$ cat src/rtl/uart_pkg.sv
// Shared definitions for the UART transmit path.
// Holds the FSM state encoding, the parity-mode constants and the parity helper.
package uart_pkg;

  typedef enum logic [2:0] {
    ST_IDLE,
    ST_FETCH,
    ST_START,
    ST_DATA,
    ST_PARITY,
    ST_STOP
  } tx_state_e;

  localparam logic [1:0] PAR_NONE = 2'd0;
  localparam logic [1:0] PAR_EVEN = 2'd1;
  localparam logic [1:0] PAR_ODD  = 2'd2;

  // acc is the XOR of all data bits; odd parity sends its inverse.
  function automatic logic parity_bit(input logic acc, input logic [1:0] mode);
    return (mode == PAR_ODD) ? ~acc : acc;
  endfunction

endpackage

$ cat src/rtl/uart_baud_gen.sv
// Bit-period timer: counts CLKS_PER_BIT cycles and flags the last cycle of each period.
// Held at zero while clear_i is high so the first period after a clear is full length.
module uart_baud_gen #(
  parameter int CLKS_PER_BIT = 868
) (
  input  logic clk,
  input  logic rst,
  input  logic clear_i,
  output logic bit_end_o
);

  localparam int CNT_W = $clog2(CLKS_PER_BIT);
  localparam logic [CNT_W-1:0] CNT_MAX = CNT_W'(CLKS_PER_BIT - 1);

  logic [CNT_W-1:0] cnt_q;
  logic [CNT_W-1:0] cnt_d;

  always_comb begin
    cnt_d = cnt_q + 1'b1;
    if (clear_i || (cnt_q == CNT_MAX)) begin
      cnt_d = '0;
    end
  end

  always_ff @(posedge clk) begin
    if (rst) begin
      cnt_q <= '0;
    end else begin
      cnt_q <= cnt_d;
    end
  end

  assign bit_end_o = !clear_i && (cnt_q == CNT_MAX);

endmodule

$ cat src/rtl/uart_fifo_tx.sv
// UART transmitter that pops one word at a time from a FIFO and serialises it
// as start, DATA_BITS data (LSB first), optional parity and STOP_BITS stop bits.
module uart_fifo_tx
  import uart_pkg::*;
#(
  parameter int         CLKS_PER_BIT = 868,
  parameter int         DATA_WIDTH   = 8,
  parameter int         DATA_BITS    = 8,
  parameter logic [1:0] PARITY       = PAR_NONE,
  parameter int         STOP_BITS    = 1
) (
  input  logic                  clk,
  input  logic                  rst,
  input  logic                  enable,
  input  logic                  fifo_empty,
  input  logic [DATA_WIDTH-1:0] fifo_data,
  output logic                  fifo_read_en,
  output logic                  tx,
  output logic                  busy,
  output logic                  tx_done
);

  localparam logic [3:0] LAST_DATA_IDX = 4'(DATA_BITS - 1);
  localparam logic [3:0] LAST_STOP_IDX = 4'(STOP_BITS - 1);

  tx_state_e            state_q;
  logic [DATA_BITS-1:0] shift_q;
  logic [3:0]           bit_idx_q;
  logic                 par_q;
  logic                 tx_q;

  logic baud_clear;
  logic bit_end;
  logic pop_req;
  logic last_data;
  logic last_stop;
  logic unused_fifo_bits;

  // The timer only runs once a frame is on the line; IDLE and FETCH hold it at zero.
  assign baud_clear = (state_q == ST_IDLE) || (state_q == ST_FETCH);

  uart_baud_gen #(
    .CLKS_PER_BIT(CLKS_PER_BIT)
  ) u_baud (
    .clk      (clk),
    .rst      (rst),
    .clear_i  (baud_clear),
    .bit_end_o(bit_end)
  );

  assign pop_req   = (state_q == ST_IDLE) && enable && !fifo_empty && !rst;
  assign last_data = (bit_idx_q == LAST_DATA_IDX);
  assign last_stop = (bit_idx_q == LAST_STOP_IDX);

  // Upper FIFO bits beyond DATA_BITS are deliberately never transmitted.
  assign unused_fifo_bits = ^fifo_data;

  always_ff @(posedge clk) begin
    if (rst) begin
      state_q   <= ST_IDLE;
      shift_q   <= '0;
      bit_idx_q <= '0;
      par_q     <= 1'b0;
      tx_q      <= 1'b1;
    end else begin
      case (state_q)
        ST_IDLE: begin
          if (pop_req) begin
            state_q <= ST_FETCH;
          end
        end
        ST_FETCH: begin
          shift_q   <= fifo_data[DATA_BITS-1:0];
          bit_idx_q <= '0;
          par_q     <= 1'b0;
          tx_q      <= 1'b0;
          state_q   <= ST_START;
        end
        ST_START: begin
          if (bit_end) begin
            tx_q    <= shift_q[0];
            state_q <= ST_DATA;
          end
        end
        // tx always carries shift_q[0]; each bit end shifts and folds it into parity.
        ST_DATA: begin
          if (bit_end) begin
            par_q   <= par_q ^ shift_q[0];
            shift_q <= shift_q >> 1;
            if (last_data) begin
              bit_idx_q <= '0;
              if (PARITY != PAR_NONE) begin
                tx_q    <= parity_bit(par_q ^ shift_q[0], PARITY);
                state_q <= ST_PARITY;
              end else begin
                tx_q    <= 1'b1;
                state_q <= ST_STOP;
              end
            end else begin
              bit_idx_q <= bit_idx_q + 4'd1;
              tx_q      <= shift_q[1];
            end
          end
        end
        ST_PARITY: begin
          if (bit_end) begin
            tx_q    <= 1'b1;
            state_q <= ST_STOP;
          end
        end
        ST_STOP: begin
          if (bit_end) begin
            if (last_stop) begin
              bit_idx_q <= '0;
              state_q   <= ST_IDLE;
            end else begin
              bit_idx_q <= bit_idx_q + 4'd1;
            end
          end
        end
        default: begin
          tx_q    <= 1'b1;
          state_q <= ST_IDLE;
        end
      endcase
    end
  end

  assign fifo_read_en = pop_req;
  assign tx           = tx_q;
  assign busy         = (state_q != ST_IDLE);
  assign tx_done      = (state_q == ST_STOP) && bit_end && last_stop && !rst;

endmodule

$ cat config.mk
export PLATFORM = sky130hd
export DESIGN_NAME = uart_fifo_tx
export DESIGN_NICKNAME = d
export VERILOG_FILES = /design/src/rtl/uart_pkg.sv /design/src/rtl/uart_baud_gen.sv /design/src/rtl/uart_fifo_tx.sv
export SDC_FILE = /design/constraint.sdc
export NUM_CORES = 1
export LEC_CHECK = 0
export ABC_AREA = 1
export CORE_ASPECT_RATIO = 1.75
export CORE_MARGIN = 8
export CORE_UTILIZATION = 31
export DETAILED_ROUTE_END_ITERATION = 16
export SLEW_MARGIN = 5
export SYNTH_ARGS = -nofsm -noshare
export SYNTH_HDL_FRONTEND = slang
export SYNTH_SLANG_ARGS = --single-unit
$ cat constraint.sdc
create_clock -name clk -period 1.9 [get_ports clk]
set_clock_uncertainty 0.05 [all_clocks]
set_input_delay 0.38 -clock clk [delete_from_list [all_inputs] [get_ports clk]]
set_output_delay 0.38 -clock clk [all_outputs]
set_load 0.02 [all_outputs]
=== Word-level counts from Yosys, hierarchy flattened ===
Index checks and enable logic that the tools add are counted.

* Register bits: 26
* Input bits: 12
* Output and inout port bits: 4
* Word-level logic and storage cells: 65

* Add/sub/neg operators: 2
* Equal/unequal tests: 14
* Multiplexer cells: 20
* Bitwise logic cells: 1
* Reduce and logical (&&, ||, !) cells: 23

{| class="wikitable"
|+ Operator list
! cell !! count
|-
| $mux 3 || 7
|-
| $pmux 3 s6 || 1
|-
| $mux 4 || 4
|-
| $pmux 8 s2 || 1
|-
| $ne 2x2->1 const B || 7
|-
| $pmux 4 s3 || 1
|-
| $add 10x1->10 const B || 1
|-
| $eq 10x10->1 const B || 1
|-
| $mux 8 || 1
|-
| $logic_and 1x1->1 || 7
|-
| $reduce_and 7->1 || 1
|-
| $eq 3x2->1 const B || 2
|-
| $eq 3x3->1 const B || 2
|-
| $reduce_bool 3->1 || 2
|-
| $pmux 1 s5 || 1
|-
| $add 4x1->4 const B || 1
|-
| $eq 4x3->1 const B || 1
|-
| $logic_not 4->1 || 1
|-
| $mux 1 || 4
|-
| $reduce_and 4->1 || 1
|-
| $reduce_or 2->1 || 2
|-
| $eq 3x1->1 const B || 1
|-
| $logic_not 1->1 || 3
|-
| $logic_not 3->1 || 1
|-
| other kinds (5) || 6
|}

=== Depth between registers and ports, before layout ===
* Word-level depth: 7
* Mapped depth: 10
* Gate-level depth less buffers: 10

=== Cells and area by module ===
From an unflattened synthesis, not the netlist that was laid out.

* Cells, all modules: 213
* Area, all modules: 1455.1 sq um

{| class="wikitable"
|+ By module, submodules not included
! module !! times used !! cells an instance !! area an instance (sq um) !! seq. area each (sq um)
|-
| uart_fifo_tx || 1 || 147 || 964.7 || 320.3
|-
| uart_baud_gen || 1 || 66 || 490.5 || 200.2
|}

=== Worst setup path after synthesis ===
Ideal clock, no wire load.

* Kind: register to output
* Start point: register u_baud.cnt_q[0]
* End point: output tx_done
* Arrival: 1488 ps
* Slack: -18 ps
* Stages on the path, launching flop included: 6
* Path buffers: 0
* Cells stage by stage: dfxtp_1 ha_1 nand2_1 nor2_4 nand3_4 nor4_1

* Cells in the longest elaborated chain, start to end: 5

{| class="wikitable"
|+ Ends and longest elaborated chain
! item !! RTL line !! text
|-
| start, declared || uart_baud_gen.sv:15 || <nowiki>logic [CNT_W-1:0] cnt_q;</nowiki>
|-
| start signal, assigned || uart_baud_gen.sv:29 || <nowiki>cnt_q <= cnt_d;</nowiki>
|-
| $eq 10x10->1 || uart_baud_gen.sv:33 || <nowiki>assign bit_end_o = !clear_i && (cnt_q == CNT_MAX);</nowiki>
|-
| $logic_and 1x1->1 || uart_baud_gen.sv:33 ||
|-
| $logic_and 1x1->1 (3 in a row) || uart_fifo_tx.sv:132 || <nowiki>assign tx_done = (state_q == ST_STOP) && bit_end && last_stop && !rst;</nowiki>
|-
| end, declared || uart_fifo_tx.sv:20 || <nowiki>output logic tx_done</nowiki>
|}

Every way passes these cells.

=== Worst setup path in the final report ===
Same ends and word-level chain as after synthesis.

==> flow_metrics.py <==
metrics = {
    "run_status": {
        "outcome": "finished, final reports clean",
    },
    "global_routing": {
        "grt_pass1_vias": 1485,
        "antenna_found_initial": 0,
        "overflow": 0,
        "grt_usage": 0.110,
        "grt_first_pass_wirelength_um": 6280,
        "grt_max_degree": 14,
    },
    "synthesis": {
        "synth_seq_area_share": 0.352,
        "syn_nets": 230,
        "synth_area_leaders": "dfxtp_1 35%, nand2_1 13%, nor2_1 9.9%",
        "synthCells": 215,
        "synth.avg_cell_area_um2": 6.88,
        "synth_largest_area_cell": "dfxtp_1",
        "syn_area_um2": 1480,
        "yosys_register_bits": 26,
        "synth_cell_type_count": 28,
        "ys_warn_count": 0,
        "synth.top_cell.area_share": 0.352,
    },
    "placed_design": {
        "gp_congestion": 0.895,
        "hpwl_um": 2910,
        "portBuffers": 15,
        "dpl_cell_area_um2": 1910,
    },
    "power": {
        "power_density_nw_per_um2": 1100,
        "vdd_drop_max_mv": 0.701,
        "total_power_w": 0.00214,
        "p_leak_nw": 0.901,
    },
    "cts": {
        "cts.sinks": 26,
        "cts_max_path_buffers": 2,
        "h-tree-depth": 1,
        "cts_tree": "yes",
        "holdBufCountCts": 0,
        "clkLatencyLatePin_ns": 0.27,
        "cts_root_buffer": "clkbuf_8",
        "clk_pin_slew_ns": 0.09,
        "cts_inserted_buffers": 3,
        "post-cts-setup-buffers": 0,
        "cts-resized-gates": 10,
    },
    "timing": {
        "fin_tns_setup_ns": 0,
        "layout_min_cycle_time_ns": 1.82,
        "whs_ns": 0.417,
        "slew_headroom": 0.776,
        "worstMarginPinSlew_ns": 0.335,
        "setup_viol": 0,
        "rsz0062_at_grt": "yes",
        "fmax_mhz": 548,
        "final_hold_viol_count": 0,
        "drv_slew": 0,
        "post-route-period-util": 0.960,
    },
    "routing": {
        "vias": 1416,
        "dr.first_iter.drc_count": 12,
        "drc": 0,
        "wirelength_um": 3490,
        "routedWlPerCell_um": 11.3,
        "ant_nets": 0,
        "drt_first_pass_iters": 4,
        "vias_per_cell": 4.57,
    },
    "layout": {
        "num_antenna_cells": 0,
        "area_growth_syn_to_layout_pct": 32.0,
        "drive_gt1_frac": 0.264,
        "final_cell_area_um2": 1950,
        "num-nets-final": 275,
    },
    "floorplan": {
        "core_area_um2": 4620,
        "die_w_um": 68.2,
        "start_util": 0.320,
        "die_h_um": 107,
        "ios": 16,
        "core.rowCount": 33,
        "dieArea_um2": 7330,
    },
    "job": {
        "drv_cap": 0,
    },
    "setup_path": {
        "crit_arrival_ns": 1.39,
        "crit_type": "reg2out",
        "cp-end-kind": "output pin",
        "cp-start-kind": "flip-flop",
        "crit_path_max_fanout": 2,
        "required_ns": 1.47,
        "r2r_slack_ns": 0.36,
    },
    "min_path": {
        "hold_path.class": "reg2reg",
    },
}
## final timing paths
kind / cells after the start / endpoint / from
worst min register to register: 2 / shift_q[7] / shift_q[7]
worst max register to register: 8 / shift_q[5] / state_q[1]
worst min-delay path: 2 / shift_q[7] / shift_q[7]
worst max-delay path: 6 / tx_done / u_baud.cnt_q[0]
## synthesized netlist by cell type
cell type,instances
nand2_1,53
nor2_1,39
dfxtp_1,26
inv_1,19
a21oi_1,10
o21ai_1,9
nand3_1,8
nand2_2,7
inv_2,5
xor2_1,5
nand2_4,4
nand4_1,4
nor2_4,4
ha_1,3
buf_4,2
clkbuf_1,2
nor2_2,2
nor3_1,2
nor4_1,2
a21oi_2,1
nand3_2,1
nand3_4,1
nand4_4,1
nor3b_1,1
o21ai_0,1
or2_0,1
or2_2,1
xnor2_1,1
## report_power, final
part,internal [W],switching [W],leakage (nW)
logic,0.000450,0.000619,0.667
clock network,0.000143,0.000173,0.0216
registers,0.000681,0.0000794,0.213
## metrics by stage
stage	setup WS (ns)	cells	utilization
after floorplan	0.0655	215	-
after detailed placement	-0.337	307	0.413
after global routing	-0.0129	310	0.423
after CTS	0.00374	310	0.421
after global placement	-0.316	307	0.413
final	0.0758	310	0.423
## flip-flops by register name, indices dropped and copies added, names as in the netlist
signal / cells
tx: 1
state_q: 3
bit_idx_q: 4
shift_q: 8
u_baud.cnt_q: 10
## critical path, cell delays in order, from the launching register on
cell and delay [ns]:
dfxtp_2 0.34, ha_2 0.18, nand2_2 0.08, nor2_4 0.12, nand3_4 0.08, nor4_2 0.14
buf_4 0.18
## metal layers
layer	vias to the layer above	track usage	wire [um]
met5	-	0	0
met4	0	0.0648	113
met3	7	0.0229	136
met2	24	0.207	1980
met1	623	0.102	1260
li1	762	-	-
## kinds of logic after synthesis
kind of cell / count (synthesis) / synth area share
compound gates: 21 / 0.0735
xor+xnor: 6 / 0.0355
fa+ha+maj: 3 / 0.0254
buf+inv: 28 / 0.0761
flops: 26 / 0.352
simple gates: 131 / 0.438
## layout by cell type (no fill, tap or decap), types with 2 or more instances in the layout
cell             count
nand2_1             51
nor2_1              38
buf_4               29
dfxtp_1             24
inv_1               19
clkdlybuf4s50_1     12
a21oi_1             10
nand2_2              9
o21ai_1              9
nand3_1              8
inv_2                5
xor2_1               5
nor2_4               4
nand2_4              4
nand4_1              4
nor2_2               3
clkbuf_8             3
nor3_1               2
ha_1                 2
dfxtp_2              2
## layout make-up
type,instances,area [um2]
multi-input cells,161,863
repair buffers,44,372
clock buffers,3,41.3
fillers,494,2670
flip-flops and latches,26,523
inverters,24,90.1
well taps,52,65.1
Note: power is estimated with default switching activity, not from simulation.
